===== src/rtl/next_pc_predictor_pkg.sv =====
// Shared types for the next-PC predictor: 2-bit direction counter encodings
// and the values loaded at reset and on allocation.
package next_pc_predictor_pkg;

    typedef enum logic [1:0] {
        CTR_SNT = 2'b00,
        CTR_WNT = 2'b01,
        CTR_WT  = 2'b10,
        CTR_ST  = 2'b11
    } ctr_e;

    localparam ctr_e CTR_INIT      = CTR_WNT;
    localparam ctr_e CTR_ALLOC_BR  = CTR_WT;
    localparam ctr_e CTR_ALLOC_JAL = CTR_ST;

endpackage


===== src/rtl/next_pc_predictor_if.sv =====
// Fetch lookup, execute training and perf-counter signals of the predictor.
// master drives fetch/execute inputs, slave is the predictor itself.
interface next_pc_predictor_if #(
    parameter int PC_WIDTH  = 32,
    parameter int CNT_WIDTH = 32
);
    logic                 F_valid_i;
    logic [PC_WIDTH-1:0]  F_PC_i;
    logic [PC_WIDTH-1:0]  nPC_o;
    logic                 F_hit_o;
    logic                 F_pred_taken_o;
    logic                 flush_i;
    logic                 E_update_i;
    logic [PC_WIDTH-1:0]  E_PC_i;
    logic                 E_is_jal_i;
    logic                 E_taken_i;
    logic [PC_WIDTH-1:0]  E_target_i;
    logic [PC_WIDTH-1:0]  E_pred_npc_i;
    logic                 E_mispredict_o;
    logic [CNT_WIDTH-1:0] hit_cnt_o;
    logic [CNT_WIDTH-1:0] mispred_cnt_o;

    modport master (
        output F_valid_i, F_PC_i, flush_i, E_update_i, E_PC_i, E_is_jal_i,
               E_taken_i, E_target_i, E_pred_npc_i,
        input  nPC_o, F_hit_o, F_pred_taken_o, E_mispredict_o, hit_cnt_o, mispred_cnt_o
    );

    modport slave (
        input  F_valid_i, F_PC_i, flush_i, E_update_i, E_PC_i, E_is_jal_i,
               E_taken_i, E_target_i, E_pred_npc_i,
        output nPC_o, F_hit_o, F_pred_taken_o, E_mispredict_o, hit_cnt_o, mispred_cnt_o
    );
endinterface


===== src/rtl/next_pc_predictor_sat_counter2.sv =====
// Next-value logic for a 2-bit saturating direction counter.
module next_pc_predictor_sat_counter2
    import next_pc_predictor_pkg::*;
(
    input  ctr_e i_ctr,
    input  logic i_inc,
    output ctr_e o_next
);

    always_comb begin
        o_next = i_ctr;
        if (i_inc) begin
            if (i_ctr != CTR_ST) o_next = ctr_e'(i_ctr + 2'd1);
        end else begin
            if (i_ctr != CTR_SNT) o_next = ctr_e'(i_ctr - 2'd1);
        end
    end

endmodule


===== src/rtl/next_pc_predictor.sv =====
// Direct-mapped BTB next-PC predictor: zero-latency fetch lookup, execute-stage
// training with mispredict detection, and saturating hit/mispredict counters.
module next_pc_predictor
    import next_pc_predictor_pkg::*;
#(
    parameter int PC_WIDTH  = 32,
    parameter int ENTRIES   = 8,
    parameter int CNT_WIDTH = 32
) (
    input  logic clk_i,
    input  logic rst,
    next_pc_predictor_if.slave bus
);

    localparam int IDX_W = $clog2(ENTRIES);
    localparam int TAG_W = PC_WIDTH - 2 - IDX_W;

    logic [ENTRIES-1:0]  r_valid;
    ctr_e                r_ctr    [ENTRIES];
    logic                r_jal    [ENTRIES];
    logic [TAG_W-1:0]    r_tag    [ENTRIES];
    logic [PC_WIDTH-1:0] r_target [ENTRIES];
    logic [CNT_WIDTH-1:0] r_hit_cnt;
    logic [CNT_WIDTH-1:0] r_mispred_cnt;

    logic [IDX_W-1:0]    w_f_idx;
    logic [TAG_W-1:0]    w_f_tag;
    logic                w_f_hit;
    logic                w_f_pred;
    logic [IDX_W-1:0]    w_e_idx;
    logic [TAG_W-1:0]    w_e_tag;
    logic                w_e_hit;
    logic                w_upd;
    logic [PC_WIDTH-1:0] w_actual;
    logic                w_mispredict;
    ctr_e                w_ctr_next;

    assign w_f_idx  = bus.F_PC_i[IDX_W+1:2];
    assign w_f_tag  = bus.F_PC_i[PC_WIDTH-1:IDX_W+2];
    assign w_f_hit  = r_valid[w_f_idx] && (r_tag[w_f_idx] == w_f_tag);
    assign w_f_pred = w_f_hit && (r_jal[w_f_idx] || r_ctr[w_f_idx][1]);

    assign bus.F_hit_o        = w_f_hit;
    assign bus.F_pred_taken_o = w_f_pred;
    assign bus.nPC_o          = w_f_pred ? r_target[w_f_idx] : bus.F_PC_i + PC_WIDTH'(4);

    assign w_actual     = bus.E_taken_i ? bus.E_target_i : bus.E_PC_i + PC_WIDTH'(4);
    assign w_mispredict = bus.E_update_i && (w_actual != bus.E_pred_npc_i);
    assign bus.E_mispredict_o = w_mispredict;

    assign w_e_idx = bus.E_PC_i[IDX_W+1:2];
    assign w_e_tag = bus.E_PC_i[PC_WIDTH-1:IDX_W+2];
    assign w_e_hit = r_valid[w_e_idx] && (r_tag[w_e_idx] == w_e_tag);
    // Flush takes priority, so a same-cycle update never lands in the table.
    assign w_upd   = bus.E_update_i && !bus.flush_i;

    next_pc_predictor_sat_counter2 u_sat (
        .i_ctr  (r_ctr[w_e_idx]),
        .i_inc  (bus.E_taken_i),
        .o_next (w_ctr_next)
    );

    always_ff @(posedge clk_i or negedge rst) begin
        if (!rst) begin
            r_valid <= '0;
            for (int i = 0; i < ENTRIES; i++) r_ctr[i] <= CTR_INIT;
        end else if (bus.flush_i) begin
            r_valid <= '0;
        end else if (w_upd) begin
            if (w_e_hit) begin
                r_ctr[w_e_idx] <= w_ctr_next;
            end else if (bus.E_taken_i) begin
                r_valid[w_e_idx] <= 1'b1;
                r_ctr[w_e_idx]   <= bus.E_is_jal_i ? CTR_ALLOC_JAL : CTR_ALLOC_BR;
            end
        end
    end

    // Payload is only observable through a valid entry, so it needs no reset.
    always_ff @(posedge clk_i) begin
        if (w_upd && (w_e_hit || bus.E_taken_i)) begin
            r_jal[w_e_idx] <= bus.E_is_jal_i;
            if (bus.E_taken_i) r_target[w_e_idx] <= bus.E_target_i;
            if (!w_e_hit)      r_tag[w_e_idx]    <= w_e_tag;
        end
    end

    always_ff @(posedge clk_i or negedge rst) begin
        if (!rst) begin
            r_hit_cnt     <= '0;
            r_mispred_cnt <= '0;
        end else begin
            if (bus.F_valid_i && w_f_hit && (r_hit_cnt != '1))
                r_hit_cnt <= r_hit_cnt + CNT_WIDTH'(1);
            if (w_mispredict && (r_mispred_cnt != '1))
                r_mispred_cnt <= r_mispred_cnt + CNT_WIDTH'(1);
        end
    end

    assign bus.hit_cnt_o     = r_hit_cnt;
    assign bus.mispred_cnt_o = r_mispred_cnt;

endmodule

===== src/flat_wrapper.sv =====
// flat-port wrapper written by rule: the top's interface ports become plain ports
module next_pc_predictor_flat import next_pc_predictor_pkg::*;
#(
    parameter int PC_WIDTH  = 32,
    parameter int ENTRIES   = 8,
    parameter int CNT_WIDTH = 32
)
  (clk_i, rst, bus_F_valid_i, bus_F_PC_i, bus_flush_i, bus_E_update_i, bus_E_PC_i, bus_E_is_jal_i, bus_E_taken_i, bus_E_target_i, bus_E_pred_npc_i, bus_nPC_o, bus_F_hit_o, bus_F_pred_taken_o, bus_E_mispredict_o, bus_hit_cnt_o, bus_mispred_cnt_o);
  next_pc_predictor_if #(.PC_WIDTH(PC_WIDTH), .CNT_WIDTH(CNT_WIDTH)) bus_i ();
  input  logic clk_i;
  input  logic rst;
  input wire logic [$bits(bus_i.F_valid_i)-1:0] bus_F_valid_i;
  input wire logic [$bits(bus_i.F_PC_i)-1:0] bus_F_PC_i;
  input wire logic [$bits(bus_i.flush_i)-1:0] bus_flush_i;
  input wire logic [$bits(bus_i.E_update_i)-1:0] bus_E_update_i;
  input wire logic [$bits(bus_i.E_PC_i)-1:0] bus_E_PC_i;
  input wire logic [$bits(bus_i.E_is_jal_i)-1:0] bus_E_is_jal_i;
  input wire logic [$bits(bus_i.E_taken_i)-1:0] bus_E_taken_i;
  input wire logic [$bits(bus_i.E_target_i)-1:0] bus_E_target_i;
  input wire logic [$bits(bus_i.E_pred_npc_i)-1:0] bus_E_pred_npc_i;
  output wire logic [$bits(bus_i.nPC_o)-1:0] bus_nPC_o;
  output wire logic [$bits(bus_i.F_hit_o)-1:0] bus_F_hit_o;
  output wire logic [$bits(bus_i.F_pred_taken_o)-1:0] bus_F_pred_taken_o;
  output wire logic [$bits(bus_i.E_mispredict_o)-1:0] bus_E_mispredict_o;
  output wire logic [$bits(bus_i.hit_cnt_o)-1:0] bus_hit_cnt_o;
  output wire logic [$bits(bus_i.mispred_cnt_o)-1:0] bus_mispred_cnt_o;
  assign bus_i.F_valid_i = bus_F_valid_i;
  assign bus_i.F_PC_i = bus_F_PC_i;
  assign bus_i.flush_i = bus_flush_i;
  assign bus_i.E_update_i = bus_E_update_i;
  assign bus_i.E_PC_i = bus_E_PC_i;
  assign bus_i.E_is_jal_i = bus_E_is_jal_i;
  assign bus_i.E_taken_i = bus_E_taken_i;
  assign bus_i.E_target_i = bus_E_target_i;
  assign bus_i.E_pred_npc_i = bus_E_pred_npc_i;
  assign bus_nPC_o = bus_i.nPC_o;
  assign bus_F_hit_o = bus_i.F_hit_o;
  assign bus_F_pred_taken_o = bus_i.F_pred_taken_o;
  assign bus_E_mispredict_o = bus_i.E_mispredict_o;
  assign bus_hit_cnt_o = bus_i.hit_cnt_o;
  assign bus_mispred_cnt_o = bus_i.mispred_cnt_o;
  next_pc_predictor #(.PC_WIDTH(PC_WIDTH), .ENTRIES(ENTRIES), .CNT_WIDTH(CNT_WIDTH)) u_core (.clk_i(clk_i), .rst(rst), .bus(bus_i));
endmodule

===== config.mk =====
export PLATFORM = sky130hd
export DESIGN_NAME = next_pc_predictor_flat
export DESIGN_NICKNAME = d
export VERILOG_FILES = /design/src/rtl/next_pc_predictor_pkg.sv /design/src/rtl/next_pc_predictor_if.sv /design/src/rtl/next_pc_predictor_sat_counter2.sv /design/src/rtl/next_pc_predictor.sv /design/src/flat_wrapper.sv
export SDC_FILE = /design/constraint.sdc
export NUM_CORES = 1
export LEC_CHECK = 0
export ABC_AREA = 1
export CAP_MARGIN = 20
export CORE_UTILIZATION = 45
export DETAILED_ROUTE_END_ITERATION = 16
export HOLD_SLACK_MARGIN = 0.02
export PLACE_DENSITY = 0.61
export SETUP_SLACK_MARGIN = 0.2
export SYNTH_ARGS = -nofsm -noshare
export SYNTH_HDL_FRONTEND = slang
export SYNTH_SLANG_ARGS = --single-unit

===== constraint.sdc =====
create_clock -name clk_i -period 7.2 [get_ports clk_i]
set_clock_uncertainty 0.05 [all_clocks]
set_input_delay 1.44 -clock clk_i [delete_from_list [all_inputs] [get_ports clk_i]]
set_output_delay 1.44 -clock clk_i [all_outputs]
set_load 0.02 [all_outputs]

==> impl_metrics.yaml, run 1 <==
timing:
  clock.fmax_mhz: 149
  setup_tns_ns: 0
  finalCritPeriodShare_pct: 93.2
  fin_crit_ns: 6.71
  rsz0062_at_grt: "no"
  worst_pin_slew_ns: 0.972
  hold_violations: 0
  setup_viol_count_final: 0
  drv_slew: 0
  slew_headroom_pct: 35.0
global_routing:
  overflow: 0
  busiest_layer: "met2"
  grt_start_max_net_pins: 95
  grt_use_met3_pct: 5.40
  grt_pass1_vias: 25100
  grt_util_met1_pct: 46.3
  grtUsageTotal_pct: 32.0
  grtUsageMet2_pct: 48.4
  antenna_found_initial: 7
  grt_pass1_wl_um: 164000
finish:
  fillCellCount: 6211
  drive_gt1_share_pct: 6.23
  final_cell_mix: "1273 x nand2_1, 480 x edfxtp_1, 316 x nor2_1, 281 x inv_1, 249 x o21ai_0"
  final_common_cell: "nand2_1"
  seq_area_mm2: 0.0166
  final_cell_count_no_fill: 4745
  areaGrowthSynthToFinish_pct: 18.3
  final_nets: 3955
  multiInputGateArea_mm2: 0.0120
worst_setup_path:
  worstPathMaxFanout: 27
  crit_type: "in2out"
  worstSetupStartpointType: "input pin"
  cpMaxStageDelayCell: "clkdlybuf4s50_1"
  critPathCaptureType: "output port"
  crit_top_cell: "nand2_1"
  critPathTopFamily: "simple AND/OR/NAND/NOR gates"
  worstPathCellList: "buf_2, buf_4, ha_2, nand2_1, nor3_2, nand2_1, nor2_1, nand3_1, nor2_1, nand3_1, nor2_1, nand4_1, xor2_1, nand2_1, nand2_1, clkdlybuf4s50_1"
  cp_num_buf_inv: 3
  worstPathRequired_ns: 5.71
  max_stage_delay_ns: 0.61
  crit_arrival_ns: 5.22
synthesis:
  yosysWarnings: 0
  synth_ff_type: "edfxtp_1"
  ys_seq_area_share_pct: 54.5
  syn_nets: 3736
  synth_area_per_cell_um2: 8.48
  ys_seq_elements: 568
  synthArstFlopShare_pct: 15.5
  syn_area_mm2: 0.0305
  synth_edf_count: 480
  synthDistinctLibCells: 48
  syn_inst: 3597
floorplanning:
  die_y_um: 262
  core-area_mm2: 0.0672
  rows: 95
  die_w_um: 262
  start_util_pct: 45.4
  num_io_pins: 234
  die_area_mm2: 0.0688
drt:
  drc_errors: 4
  num_vias: 27300
  drt-initial-drc-count: 3389
  wl_um: 111000
  antenna_left: 0
  wire_per_inst_um: 23.5
  drtPass1Iterations: 14
  vias_per_cell: 5.75
placement:
  gp_congestion: 1.05
  dp.cells: 4618
  hpwl_um: 77700
  portBuffers: 233
pwr:
  ir_drop_uv: 151
  powerDensity_mw_per_mm2: 223
  leakage_nw: 14.9
cts:
  cts.clk_slew.worst_paths_ns: 0.06
  cts_tree: "yes"
  cts_made_buffers: 67
  cts.htree.levels: 3
  cts-root-buf: "clkbuf_16"
  post_cts_buffers: 0
  cts.sinks: 568
  clk_latency_ns: 0.63
  clockBufferDepth: 3
  cts_hold_buffers: 0
run_status:
  status: "finished with violations"
  violations: "design-rule violations"
min_path:
  hold_path.class: "reg2reg"
job:
  maxCapViolCount: 0
[state kept, by name (all words and copies together) (netlist names)]
register,flops
u_core.r_ctr,16
u_core.r_target,256
u_core.r_jal,8
u_core.r_valid,8
u_core.bus.mispred_cnt_o,32
u_core.bus.hit_cnt_o,32
u_core.r_tag,216
[cells by family after synthesis]
family | Yosys count | synth area share (%)
flip-flops | 568 | 54.5
AO/OA/AOI/OAI | 435 | 8.72
XOR/XNOR | 82 | 2.35
AND/OR/NAND/NOR | 2050 | 27.9
buffers and inverters | 458 | 6.30
adder cells (fa/ha/maj) | 4 | 0.164
[area by class of cell]
cell class | instances | share of cell area [%]
Inverter | 298 | 3.11
Clock inverter | 39 | 1.10
Multi-Input combinational cell | 2571 | 33.3
Timing Repair Buffer | 310 | 8.44
Tap cell | 873 | 3.03
Antenna cell | 4 | 0.0277
Clock buffer | 82 | 4.92
Sequential cell | 568 | 46.1
[stage by stage]
step | total power, mW | setup slack [ns] | area, um2 | hold WS (ns) | util, %
final | 8.05 | 0.490 | 36100 | 0.420 | 53.7
after global routing | 8.30 | 0.313 | 36100 | 0.433 | 53.7
after CTS | 8.08 | 0.442 | 36000 | 0.421 | 53.6
after detailed placement | 4.72 | 0.448 | 33900 | 0.410 | 50.4
after global placement | 4.72 | 0.471 | 33900 | 0.411 | 50.4
after floorplan | 4.26 | 2.07 | 30500 | 0.398 | -
[what timing repair did]
item	4_1_cts	5_1_grt
gates resized for setup	0	1
hold endpoints to repair	0	0
endpoints found under the setup margin	0	1
[metal layers]
metal  share of wire (%)  vias to the layer above
li1                    -                    12600
met1                  43                    13100
met2                  44                     1416
met3                 9.8                      217
met4                 3.5                        4
met5               0.024                        -
[worst reg2reg max path: cells and delay by family (launching register included)]
kind,cells,cell delay (ns)
AOI/OAI and AO/OA,1,0.10
buffers and inverters,3,0.62
DFF,1,0.40
and+or+nand+nor,12,1.67
[where the power goes]
group	total, mW	internal (mW)	leakage, nW	switching (mW)
logic	0.985	0.315	8.31	0.670
clock network	3.38	1.96	1.04	1.42
registers	3.69	3.64	5.50	0.0501
total	8.05	5.91	14.9	2.14
[final timing paths]
path	cells past startpoint	endpoint	from	slack, ns
worst max register to register	16	u_core.r_tag[5][16]	u_core.r_tag[5][4]	3.96
worst min register to register	2	u_core.r_ctr[2]	u_core.r_ctr[2]	0.42
max in group asynchronous	3	u_core.r_ctr[10]	rst	5.52
worst max-delay path	16	bus_nPC_o[30]	bus_F_PC_i[3]	0.49
worst min-delay path	2	u_core.r_ctr[2]	u_core.r_ctr[2]	0.42
min in group asynchronous	1	u_core.bus.hit_cnt_o[31]	rst	0.66
[Yosys cell counts (18+ instances only)]
cell         n  share of area [%]
a22oi_1     28               0.69
a221o_1     18               0.59
inv_1      281                3.5
nand4_1    108                2.2
o211ai_1    42                1.0
nor2_1     324                4.0
dfrtp_1     80                6.6
buf_2       49               0.80
buf_1       19               0.23
a221oi_1    26               0.75
o21ai_1     22               0.36
nor3_1      45               0.74
edfxtp_1   480                 47
o21ai_0    249                4.1
xor2_1      70                2.0
clkbuf_1    65               0.80
nand2_1   1273                 16
nand3_1    243                4.0
Power figures use the tool's default switching activity.
==> run 2, diff against run 1 <==
--- a/config.mk
+++ b/config.mk
@@ -5,12 +5,13 @@
 export SDC_FILE = /design/constraint.sdc
 export NUM_CORES = 1
 export LEC_CHECK = 0
-export ABC_AREA = 1
+export ABC_AREA = 0
+export ABC_CLOCK_PERIOD_IN_PS = 7200
 export CAP_MARGIN = 20
 export CORE_UTILIZATION = 45
 export DETAILED_ROUTE_END_ITERATION = 16
 export HOLD_SLACK_MARGIN = 0.02
-export PLACE_DENSITY = 0.61
+export PLACE_DENSITY = 0.62
 export SETUP_SLACK_MARGIN = 0.2
 export SYNTH_ARGS = -nofsm -noshare
 export SYNTH_HDL_FRONTEND = slang
==> run 2 against run 1 <==
Compared with the run above:
- the run now ends clean
- wire length shrank 22%
- largest cell class unchanged
- utilization rose by 1.0 points
- setup slack got worse by 0.070 ns
==> impl_metrics.yaml, run 2 <==
job:
  maxCapViolCount: 0
cts:
  cts_made_buffers: 59
  post_cts_buffers: 0
  cts.htree.levels: 2
  cts_resized: 2
  cts-root-buf: "clkbuf_16"
  clk_latency_ns: 0.63
  cts_tree: "yes"
  cts.sinks: 568
  clockBufferDepth: 3
  cts.clk_slew.worst_paths_ns: 0.06
  cts_hold_buffers: 0
drt:
  drtPass1Iterations: 8
  drt-initial-drc-count: 1968
  wl_um: 86500
  wire_per_inst_um: 29.2
  drc_errors: 0
  antenna_left: 0
  vias_per_cell: 6.20
  num_vias: 18400
timing:
  worst_pin_slew_ns: 0.958
  fin_hold_ws_ns: 0.439
  drv_slew: 0
  hold_violations: 0
  setup_viol_count_final: 0
  fin_crit_ns: 6.78
  finalCritPeriodShare_pct: 94.2
  clock.fmax_mhz: 147
  setup_slack_ns: 0.420
  setup_tns_ns: 0
  rsz0062_at_grt: "no"
  slew_headroom_pct: 35.6
global_routing:
  grt_util_met1_pct: 38.3
  grtUsageMet2_pct: 43.5
  grtUsageTotal_pct: 27.5
  busiest_layer: "met2"
  grt_use_met3_pct: 5.28
  overflow: 0
  antenna_found_initial: 5
  grt_pass1_wl_um: 125000
  grt_pass1_vias: 18400
  grt_start_max_net_pins: 82
placement:
  hpwl_um: 59600
  portBuffers: 233
  dp.cells: 2853
  gp_congestion: 0.955
  dpl_worst_slack_ns: 0.0987
floorplanning:
  rows: 90
  num_io_pins: 234
  die_w_um: 250
  die_y_um: 250
  die_area_mm2: 0.0624
  start_util_pct: 45.7
  core-area_mm2: 0.0605
finish:
  final_cell_count_no_fill: 2963
  fillCellCount: 4914
  largest_reg_flops: 256
  drive_gt1_share_pct: 19.1
  areaGrowthSynthToFinish_pct: 19.8
  final_common_cell: "edfxtp_1"
  final_cell_mix: "480 x edfxtp_1, 222 x clkdlybuf4s50_1, 135 x mux4_2, 118 x xor2_1, 98 x mux2i_1"
  final_nets: 2273
  regMostFlops: "u_core.r_target"
  top_regs: "u_core.r_target x256, u_core.r_tag x216"
synthesis:
  syn_nets: 1998
  ys_seq_area_share_pct: 60.2
  synth_top_cells_by_area: "edfxtp_1 52%, mux4_2 11%, dfrtp_1 7.2%, xor2_1 3.7%, mux2i_1 3.6%"
  synthTopCellsByCount: "480 x edfxtp_1, 135 x mux4_2, 118 x xor2_1, 98 x mux2i_1, 90 x nor2_1"
  syn_area_mm2: 0.0276
  ys_seq_elements: 568
  yosysTopAreaCell: "edfxtp_1"
  synth_area_per_cell_um2: 14.9
  synth_edf_count: 480
  synthDistinctLibCells: 85
  yosysWarnings: 0
  yosysMostFrequentCell: "edfxtp_1"
  syn_inst: 1859
  synth_ff_type: "edfxtp_1"
  synth.top_cell.area_share_pct: 52.2
  synthArstFlopShare_pct: 15.5
run_status:
  status: "completed"
worst_setup_path:
  worstPathMaxFanout: 14
  worstPathRequired_ns: 5.71
  crit_type: "in2out"
  critPathCaptureType: "output port"
  crit_arrival_ns: 5.29
  worstSetupStartpointType: "input pin"
pwr:
  powerDensity_mw_per_mm2: 228
  power_mw: 7.54
  ir_drop_uv: 200
  leakage_nw: 11.5
min_path:
  hold_path.class: "reg2reg"
-- run 2: changes by cell type in the layout (fill, tap and decap cells not counted), sizes merged, moves of 135 or more --
cell,delta
mux4,+135
nand3,-199
o21ai,-255
nand2,-1192
nor2,-241
inv,-255
-- run 2: area by class of cell --
class                   instances  area (um2)  area share (%)
flip-flops and latches        568       16600            50.2
multi-input cells            1140       10400            31.4
repair buffers                327        3160            9.55
clock buffers                  70        1520            4.58
well taps                     782         978            2.96
clock inverters                35         279           0.843
inverters                      38         148           0.446
diodes                          3        7.51          0.0227
-- run 2: stage by stage --
step	cell area (um2)	utilization, %
final	33100	54.8
after global routing	33100	54.7
after CTS	33100	54.7
after detailed placement	31300	51.7
after global placement	31300	51.7
after floorplan	27600	-
-- run 2: worst max-delay path, cell delays in order --
cell and delay, ns:
clkdlybuf4s15_1 0.60, nand4_1 0.38, or4_4 0.68, o21a_1 0.22, a311o_1 0.33, nor4_2 0.34
nand4_1 0.20, nor4_4 0.46, nor2b_1 0.09, clkdlybuf4s50_1 0.55
-- run 2: cells by family after synthesis --
logic type / Yosys count / share of synthesized area (%)
DFF: 568 / 60.2
and+or+nand+nor: 468 / 9.47
muxes: 272 / 16.2
AOI/OAI and AO/OA: 199 / 5.23
xor gates and xnor gates: 195 / 6.18
buffers and inverters: 151 / 2.53
adders and majority gates: 6 / 0.254
-- run 2: power by group --
part	total (mW)	switching, mW	internal, mW
clock	2.90	1.27	1.64
combinational	0.916	0.522	0.394
sequential	3.72	0.0635	3.66
-- run 2: routing by layer --
layer	share of wire, %	wire length, um
met5	0.031	27
met4	3.0	2590
met3	8.6	7410
met2	47	40500
met1	42	36000
-- run 2: worst paths after layout --
path	startpoint	end	slack, ns	cells past startpoint
max	bus_E_PC_i[10]	bus_E_mispredict_o	0.42	10
min reg2reg	u_core.bus.hit_cnt_o[3]	u_core.bus.hit_cnt_o[3]	0.44	1
min in group asynchronous	rst	u_core.bus.hit_cnt_o[9]	0.58	1
max reg2reg	u_core.r_tag[6][24]	u_core.r_tag[5][6]	3.52	10
min	u_core.bus.hit_cnt_o[3]	u_core.bus.hit_cnt_o[3]	0.44	1
max in group asynchronous	rst	u_core.r_ctr[0]	5.62	3
